==> src/rtl/step_monitor.sv <==
// ---------------------------------------------------------------------------
// step_monitor
//
// Receive-side decoder for the floppy step/dir/sel interface. Watches the
// drive pins and rebuilds the head position, the number of accepted steps and
// the period between the last two steps. The period is counted in the same
// 22-bit clock units as the floppy pitch setpoint, so reg_ctrl can read it
// back for loopback checks and closed-loop pitch checks.
//
// Optional build macro: STEP_MONITOR_GLITCH_FILTER_EN
//   Defined   : a step only counts once the synchronised step line has been
//               low for MIN_PULSE clocks while the drive is selected.
//               Pin-to-output latency is 4 + MIN_PULSE clocks.
//   Undefined : a step counts on the bare falling edge, and MIN_PULSE has no
//               effect. Pin-to-output latency is 4 clocks.
//
// Ports
//   clk          in   1   system clock, 50 MHz
//   rst          in   1   synchronous, active-high reset
//   step_in      in   1   drive step line, active-low pulse, asynchronous
//   dir_in       in   1   direction, 1 = inward (track+1), asynchronous
//   sel_in       in   1   drive select, active-low, asynchronous
//   clear        in   1   single-cycle request to zero position/count/flags
//   track        out  7   head position, 0..MAX_TRACK
//   step_count   out  16  accepted step events, wraps modulo 2^16
//   period       out  22  clocks between the last two accepted steps
//   period_valid out  1   period holds a fresh measurement
//   new_period   out  1   one-cycle pulse when period updates
//   at_track0    out  1   track == 0
//   overtravel   out  1   sticky: a step was attempted beyond 0 or MAX_TRACK
// ---------------------------------------------------------------------------
module step_monitor #(
    parameter int MAX_TRACK = 79,
    parameter int TIMEOUT   = 4194303,
    parameter int MIN_PULSE = 50
) (
    input  logic        clk,
    input  logic        rst,
    input  logic        step_in,
    input  logic        dir_in,
    input  logic        sel_in,
    input  logic        clear,
    output logic [6:0]  track,
    output logic [15:0] step_count,
    output logic [21:0] period,
    output logic        period_valid,
    output logic        new_period,
    output logic        at_track0,
    output logic        overtravel
);

    if (MAX_TRACK < 1 || MAX_TRACK > 127 || TIMEOUT < 1 || TIMEOUT > 4194303 ||
        MIN_PULSE < 1) begin : g_param_check
        $error("step_monitor: parameter out of range");
    end

    localparam logic [6:0]  MAX_TRACK_V = 7'(MAX_TRACK);
    localparam logic [21:0] TIMEOUT_V   = 22'(TIMEOUT);

    typedef enum logic {
        S_IDLE,
        S_MEASURE
    } state_t;

    // -----------------------------------------------------------------------
    // Input synchronisers, bit order {sel, dir, step}
    // -----------------------------------------------------------------------
    logic [2:0] sync1_q;
    logic [2:0] sync2_q;
    logic       step_prev_q;
    logic [1:0] sync_ok_q;   // shifts in ones; bit 1 set once sync2_q holds pin data
    logic       primed_q;    // a genuine high has been seen on the step line
    logic       step_s;
    logic       dir_s;
    logic       sel_s;
    logic       fall;

    assign step_s = sync2_q[0];
    assign dir_s  = sync2_q[1];
    assign sel_s  = sync2_q[2];

    // NOTE: every register below updates with <= so all flops sample the values
    // from before the edge; blocking assignments here would collapse the
    // two-flop synchroniser into a single stage.
    always_ff @(posedge clk) begin
        if (rst) begin
            sync1_q     <= '1;
            sync2_q     <= '1;
            step_prev_q <= 1'b1;
            sync_ok_q   <= '0;
            primed_q    <= 1'b0;
        end else begin
            sync1_q     <= {sel_in, dir_in, step_in};
            sync2_q     <= sync1_q;
            step_prev_q <= step_s;
            sync_ok_q   <= {sync_ok_q[0], 1'b1};
            primed_q    <= primed_q | (sync_ok_q[1] & step_s);
        end
    end

    // The reset value of 1 in the synchroniser is not a real observation of the
    // pin, so a step held low across reset must not look like a falling edge.
    assign fall = primed_q & step_prev_q & ~step_s;

    // -----------------------------------------------------------------------
    // Event qualification
    // -----------------------------------------------------------------------
    logic event_d;
    logic event_q;
    logic dir_ev_q;

`ifdef STEP_MONITOR_GLITCH_FILTER_EN
    localparam int LW = $clog2(MIN_PULSE + 1);
    localparam logic [LW-1:0] MIN_PULSE_V = LW'(MIN_PULSE);

    logic          armed_q;
    logic          armed_d;
    logic [LW-1:0] low_cnt_q;
    logic [LW-1:0] low_cnt_d;

    // A falling edge arms the low-width counter; a rise or a deselect aborts
    // it, and the event fires once, when the counter reaches MIN_PULSE.
    // NOTE: each variable gets its default before any branch, so no path leaves
    // it unassigned and no latch is inferred.
    always_comb begin
        event_d   = 1'b0;
        armed_d   = armed_q;
        low_cnt_d = low_cnt_q;
        if (fall && !sel_s) begin
            armed_d   = 1'b1;
            low_cnt_d = LW'(1);
        end else if (armed_q) begin
            if (step_s || sel_s) begin
                armed_d = 1'b0;
            end else if (low_cnt_q == MIN_PULSE_V) begin
                event_d = 1'b1;
                armed_d = 1'b0;
            end else begin
                low_cnt_d = low_cnt_q + LW'(1);
            end
        end
    end

    always_ff @(posedge clk) begin
        if (rst) begin
            armed_q   <= 1'b0;
            low_cnt_q <= '0;
        end else begin
            armed_q   <= armed_d;
            low_cnt_q <= low_cnt_d;
        end
    end
`else
    assign event_d = fall & ~sel_s;
`endif

    // Registering the event gives the fixed 4-clock pin-to-output latency;
    // dir is captured alongside it from the same cycle.
    always_ff @(posedge clk) begin
        if (rst) begin
            event_q  <= 1'b0;
            dir_ev_q <= 1'b0;
        end else begin
            event_q  <= event_d;
            dir_ev_q <= dir_s;
        end
    end

    // -----------------------------------------------------------------------
    // Position, step count and period FSM
    // -----------------------------------------------------------------------
    state_t      state_q, state_d;
    logic [21:0] cnt_q, cnt_d;
    logic [21:0] period_q, period_d;
    logic        valid_q, valid_d;
    logic        new_period_q, new_period_d;
    logic [6:0]  track_q, track_d;
    logic [15:0] count_q, count_d;
    logic        over_q, over_d;

    always_comb begin
        state_d      = state_q;
        cnt_d        = cnt_q;
        period_d     = period_q;
        valid_d      = valid_q;
        new_period_d = 1'b0;
        track_d      = track_q;
        count_d      = count_q;
        over_d       = over_q;

        if (clear) begin
            // clear wins over a coincident event, which is simply dropped
            track_d = '0;
            count_d = '0;
            over_d  = 1'b0;
            valid_d = 1'b0;
            state_d = S_IDLE;
        end else begin
            if (event_q) begin
                count_d = count_q + 16'd1;
                if (dir_ev_q) begin
                    if (track_q == MAX_TRACK_V) over_d = 1'b1;
                    else                        track_d = track_q + 7'd1;
                end else begin
                    if (track_q == 7'd0) over_d = 1'b1;
                    else                 track_d = track_q - 7'd1;
                end
            end

            case (state_q)
                S_IDLE: begin
                    // first event after reset, clear or timeout only arms
                    if (event_q) begin
                        cnt_d   = 22'd1;
                        state_d = S_MEASURE;
                    end
                end
                S_MEASURE: begin
                    if (event_q) begin
                        period_d     = cnt_q;
                        valid_d      = 1'b1;
                        new_period_d = 1'b1;
                        cnt_d        = 22'd1;
                    end else if (cnt_q >= TIMEOUT_V) begin
                        valid_d = 1'b0;
                        state_d = S_IDLE;
                    end else if (cnt_q != '1) begin
                        cnt_d = cnt_q + 22'd1;
                    end
                end
                default: state_d = S_IDLE;
            endcase
        end
    end

    always_ff @(posedge clk) begin
        if (rst) begin
            state_q      <= S_IDLE;
            cnt_q        <= '0;
            period_q     <= '0;
            valid_q      <= 1'b0;
            new_period_q <= 1'b0;
            track_q      <= '0;
            count_q      <= '0;
            over_q       <= 1'b0;
        end else begin
            state_q      <= state_d;
            cnt_q        <= cnt_d;
            period_q     <= period_d;
            valid_q      <= valid_d;
            new_period_q <= new_period_d;
            track_q      <= track_d;
            count_q      <= count_d;
            over_q       <= over_d;
        end
    end

    assign track        = track_q;
    assign step_count   = count_q;
    assign period       = period_q;
    assign period_valid = valid_q;
    assign new_period   = new_period_q;
    assign overtravel   = over_q;
    assign at_track0    = (track_q == 7'd0);

endmodule
==> config.mk <==
export PLATFORM = sky130hd
export DESIGN_NAME = step_monitor
export DESIGN_NICKNAME = d
export VERILOG_FILES = /design/src/rtl/step_monitor.sv
export SDC_FILE = /design/constraint.sdc
export NUM_CORES = 1
export LEC_CHECK = 0
export ABC_AREA = 1
export BUFFER_PORTS_ARGS = -buffer_cell sky130_fd_sc_hd__buf_2
export CAP_MARGIN = 40
export CORE_MARGIN = 4
export CORE_UTILIZATION = 30
export DETAILED_ROUTE_END_ITERATION = 16
export PLACE_DENSITY = 0.55
export SETUP_SLACK_MARGIN = 0.3
export SLEW_MARGIN = 20
export SYNTH_ARGS = -nofsm -noshare
export SYNTH_HDL_FRONTEND = slang
export SYNTH_SLANG_ARGS = --single-unit
==> constraint.sdc <==
create_clock -name clk -period 2.4 [get_ports clk]
set_clock_uncertainty 0.05 [all_clocks]
set_input_delay 0.36 -clock clk [delete_from_list [all_inputs] [get_ports clk]]
set_output_delay 0.36 -clock clk [all_outputs]
set_load 0.02 [all_outputs]
Word level (Yosys, flattened, before mapping)
Index checks and enable logic that the tools add are counted.

word-level totals
  flip-flop bits (word level) = 83
  input bits = 6
  output and inout port bits = 49
  word-level logic and storage cells = 66

cells by class
  $add $sub $neg = 4
  $lt $le $gt $ge = 1
  equality and inequality tests = 8
  muxes and demuxes = 18
  bitwise operators = 9
  reduce and logical (&&, ||, !) cells = 10

operators by type and width
  kind                     count
  $mux W22                 4
  $pmux W22 S2             1
  $add A22 B1 Y22 const B  1
  $ge A22 B22 Y1 const B   1
  $ne A22 B22 Y1 const B   1
  $mux W7                  3
  $add A16 B1 Y16 const B  1
  $mux W1                  9
  $reduce_and A3 Y1        3
  $add A7 B1 Y7 const B    1
  $eq A7 B7 Y1 const B     1
  $logic_not A7 Y1         1
  $sub A7 B1 Y7 const B    1
  $and A1 B1 Y1            4
  $ne A2 B1 Y1 const B     2
  $ne A2 B2 Y1 const B     2
  $not A1 Y1               4
  $reduce_and A4 Y1        1
  $reduce_bool A2 Y1       2
  $ne A3 B2 Y1 const B     1
  $ne A3 B3 Y1 const B     1
  $reduce_or A3 Y1         1
  $pmux W1 S2              1
  $reduce_and A2 Y1        1
  other kinds (2)          2

Logic depth before layout (Yosys ltp)
  depth in word-level cells = 5
  depth in mapped cells = 12
  gate-level depth less buffers = 11

Worst setup path before layout
No wires, ideal clock.

  path kind = reg2reg
  start = register cnt_q[0]
  end = register cnt_q[5]
  setup time = 110 ps
  arrival = 1490 ps
  data required time = 2240 ps
  setup slack = 751 ps
  stages on the path, launching flop included = 12
  buffers on the path = 1
  period minus slack after synthesis = 1649 ps
  path through = dfxtp_1 -> ha_1 -> nand2_2 -> nor2_4 -> nand2_4 -> nor2_8 -> nand3_4 -> buf_2 -> nand3_1 -> nand2_1 -> inv_1 -> nor2_2

on the way
  cells in the longest elaborated chain, start to end = 5
  elaborated cells on any way between the ends = 10
  those cells by class = add/sub (1); order compare (1); eq/ne (3); mux (4); reduce/logical (1)

RTL lines
  item                    RTL line  source
  from (decl)             173       logic [21:0] cnt_q, cnt_d;
  from (signal assigned)  248       cnt_q <= cnt_d;
  $add A22 B1 Y22         228       cnt_d = cnt_q + 22'd1;
  $mux W22                227       end else if (cnt_q != '1) begin
  $mux W22                224       end else if (cnt_q >= TIMEOUT_V) begin
  $mux W22                219       if (event_q) begin
  $pmux W22 S2            210       case (state_q)

Several ways; a longest one is shown, not always the timed one. The select of a mux whose other input is x is not followed.
A chain may end at the register's enable or synchronous reset.

Worst setup path after layout
  start = register cnt_q[0]
  end = register cnt_q[21]

The elaborated chain is that of the path after synthesis.

==> impl_summary.log <==
[metrics] prevailing post-synth register cell: sky130_fd_sc_hd__dfxtp_1
[metrics] first-pass GRT wire length: 16.0 mm
[metrics] Leakage Power: 2.12 nW
[metrics] number of nets in the synthesized netlist: 595
[metrics] post-CTS setup repair buffer count: 0
[metrics] DP HPWL: 7.10 mm
[metrics] mean post-synth cell area: 6.95 µm²
[metrics] leading cell type in the layout, fill and taps excluded: sky130_fd_sc_hd__nand2_1
[metrics] vias in the first global route: 3404
[metrics] post-CTS clock slew at the launch and capture registers of the worst setup and hold paths: 0.06 ns
[metrics] worst reg2reg path startpoint: cnt_q[0]
[metrics] classification of the worst-slack hold path: primary input to flop
[metrics] die area: 15400 µm²
[metrics] post-synthesis cell count: 581
[metrics] GR Util All Layers: 13.2%
[metrics] CTS root buffer: sky130_fd_sc_hd__clkbuf_16
[metrics] violation count after the first detailed-routing iteration: 274
[metrics] Port Buffers: 54
[metrics] total wire length after detailed routing: 9.75 mm
[metrics] Die X: 124 µm
[metrics] measured slew at the worst slew-check pin: 0.438 ns
[metrics] Worst setup endpoint: cnt_q[21]
[metrics] core occupancy in the finished layout: 36.5%
[metrics] I/O pin count: 55
[metrics] post-route fraction of the period consumed by the critical path: 79.2%
[metrics] TritonCTS Sinks: 83
[metrics] largest vdd supply drop: 0.000437 V
[metrics] portion of the post-synthesis area used by sequential elements: 41.2%
[metrics] R2R cell count: 10
[metrics] number of flip-flops and latches in the synthesized netlist: 83
[metrics] DR pass1 iterations: 4
[metrics] layout cell share with drive strength beyond 1: 17.1%
[metrics] standard cell core area: 13200 µm²
[metrics] CTS H-tree lvls: 3
[metrics] clock buffer depth: 2
[metrics] pin count of the biggest net entering global routing: 44
[metrics] final RePlAce weighted congestion: 0.886
[metrics] number of clock buffers inserted by TritonCTS: 9
[metrics] antenna violations before repair: 0
[metrics] critical path peak fanout: 16
[metrics] count of pins over their slew limit: 0
[metrics] reg2reg end: cnt_q[21]
[metrics] CP startpoint kind: flop
[metrics] relative area change from synthesis to final layout: 19.5%
[metrics] critical path data arrival time: 2.09 ns
[metrics] Post-DRT Antenna Nets: 0
[metrics] summed instance area of the synthesized netlist: 4040 µm²
[metrics] CTS tree: built
[metrics] Die H: 124 µm
[metrics] Fmax achieved: 526 MHz
[metrics] Placement Rows: 42
[metrics] total power density per cell area: 613 nW/µm²
[metrics] Antenna Cells: 0
[metrics] crit path launch: cnt_q[0]
[metrics] highest-count cells in the layout ignoring fill and taps: sky130_fd_sc_hd__nand2_1, sky130_fd_sc_hd__dfxtp_1, sky130_fd_sc_hd__nor2_1
[metrics] accumulated negative setup slack: 0 ns
[metrics] number of warnings issued by yosys: 0
[metrics] count of endpoints failing hold in the final timing report: 0
[metrics] share of flip-flops with an asynchronous set or reset: 0%
[metrics] Net count, final: 651
[metrics] starting density of the core: 30.6%
[metrics] FF-to-FF setup slack: 0.50 ns
[metrics] critical path capture point type: flop
[metrics] minimum period implied by the final worst setup slack: 1.90 ns
[metrics] required time worst endpoint: 2.59 ns
[metrics] RSZ-0062 raised after global routing: no
[metrics] DRC: 0
[metrics] Post-synth EDFFs: 0
[metrics] Remaining Overflow, GRT: 0
[metrics] Slew Limit Headroom: 70.7%
[metrics] result of the run: finished, final reports clean
[metrics] final setup violation count: 0
[metrics] number of distinct library cell variants in the gate-level netlist after synthesis: 39
[metrics] hold-fix buffers at CTS: 0
[metrics] total power consumption of the routed design: 2.95 mW
[metrics] routed len/inst: 11.9 µm
[metrics] total number of vias: 3717
[metrics] source-to-sink clock delay at the later pin of the worst-skew pair: 0.34 ns
[metrics] vias per inst: 4.54
[metrics] Max Cap Violations: 0
[metrics] Crit Path Category: flop to flop
[logic make-up after synthesis]
kind of cell	synth area share [%]
xor+xnor	1.52
flops	41.2
simple gates	33.2
buf+inv	8.90
fa+ha+maj	2.67
compound gates	12.5
[synth_stat cells, drive strengths merged, types with 2 or more instances]
library cell  number  area share, %
nand3b             4           0.74
inv               70            6.5
xor2               5            1.1
clkinv             2           0.19
and3               2           0.31
o21ai             41            5.1
xnor2              2           0.43
clkbuf             5           0.47
nand4              4           0.62
nor2              85            9.2
nand2            144             14
a21oi             51            6.3
nand3             39            5.1
buf               11            1.7
nor3               7           0.99
dfxtp             83             41
a31oi              2           0.31
or2                8            1.2
ha                 7            2.2
o21a               2           0.37
[metrics by stage]
step,std cells,cell area [µm²],setup WS (ns),hold slack (ns)
2_1_floorplan,581,4040,0.751,0.323
3_3_place_gp,802,4490,0.421,0.343
3_5_place_dp,802,4490,0.394,0.345
4_1_cts,818,4810,0.375,0.130
5_1_grt,818,4820,0.367,0.134
6_report,818,4820,0.499,0.146
[power breakdown]
part	internal, mW	switching [mW]	leakage (nW)
clock network	0.920	0.575	0.160
logic	0.0253	0.0436	1.29
registers	1.39	0.00365	0.672
total	2.33	0.623	2.12
[how the worst min path moves through the flow]
stage,startpoint,cells after the start,endpoint
floorplan,sync2_q[2],1,event_q
global placement,sync2_q[2],1,event_q
detailed placement,sync1_q[1],1,sync2_q[1]
CTS,sel_in,2,sync1_q[2]
global route,sel_in,2,sync1_q[2]
finish,sel_in,2,sync1_q[2]
[area by class of cell]
| type | instances | area, µm² |
|---|---|---|
| Timing Repair Buffer | 61 | 323 |
| Multi-Input combinational cell | 410 | 2020 |
| Tap cell | 176 | 220 |
| Clock inverter | 7 | 100 |
| Fill cell | 1416 | 8370 |
| Inverter | 72 | 270 |
| Sequential cell | 83 | 1660 |
| Clock buffer | 9 | 225 |
[critical path: stages, from the launching register on]
cell and delay, ns:
sky130_fd_sc_hd__dfxtp_1 0.38, sky130_fd_sc_hd__ha_1 0.24, sky130_fd_sc_hd__nand2_2 0.11, sky130_fd_sc_hd__nor2_4 0.17, sky130_fd_sc_hd__nand2_4 0.09, sky130_fd_sc_hd__nor2_8 0.15
sky130_fd_sc_hd__nand3_4 0.21, sky130_fd_sc_hd__nand2_4 0.22, sky130_fd_sc_hd__nand2_1 0.07, sky130_fd_sc_hd__nand2_1 0.07, sky130_fd_sc_hd__nor2_2 0.04
[registers in the layout, summed over array words and instances (netlist names)]
signal and flops:
step_count 16, sync1_q 3, primed_q 1, sync_ok_q 2, state_q 1, cnt_q 22, dir_ev_q 1, new_period 1
sync2_q 3, step_prev_q 1, period_valid 1, event_q 1, period 22, track 7, overtravel 1
[repair_timing]
action	in CTS	in global routing
gates resized for setup	0	2
setup endpoints to repair	0	7
hold endpoints to repair	0	0
[metal layers]
metal | up-vias | GRT usage (%) | share of wire (%)
met5 | - | 0 | 0
met4 | 0 | 3.70 | 1.1
met3 | 6 | 4.22 | 5.1
met2 | 79 | 22.3 | 47
met1 | 1672 | 16.2 | 46
li1 | 1960 | - | -
No activity file was read; power rests on OpenSTA's default activity.
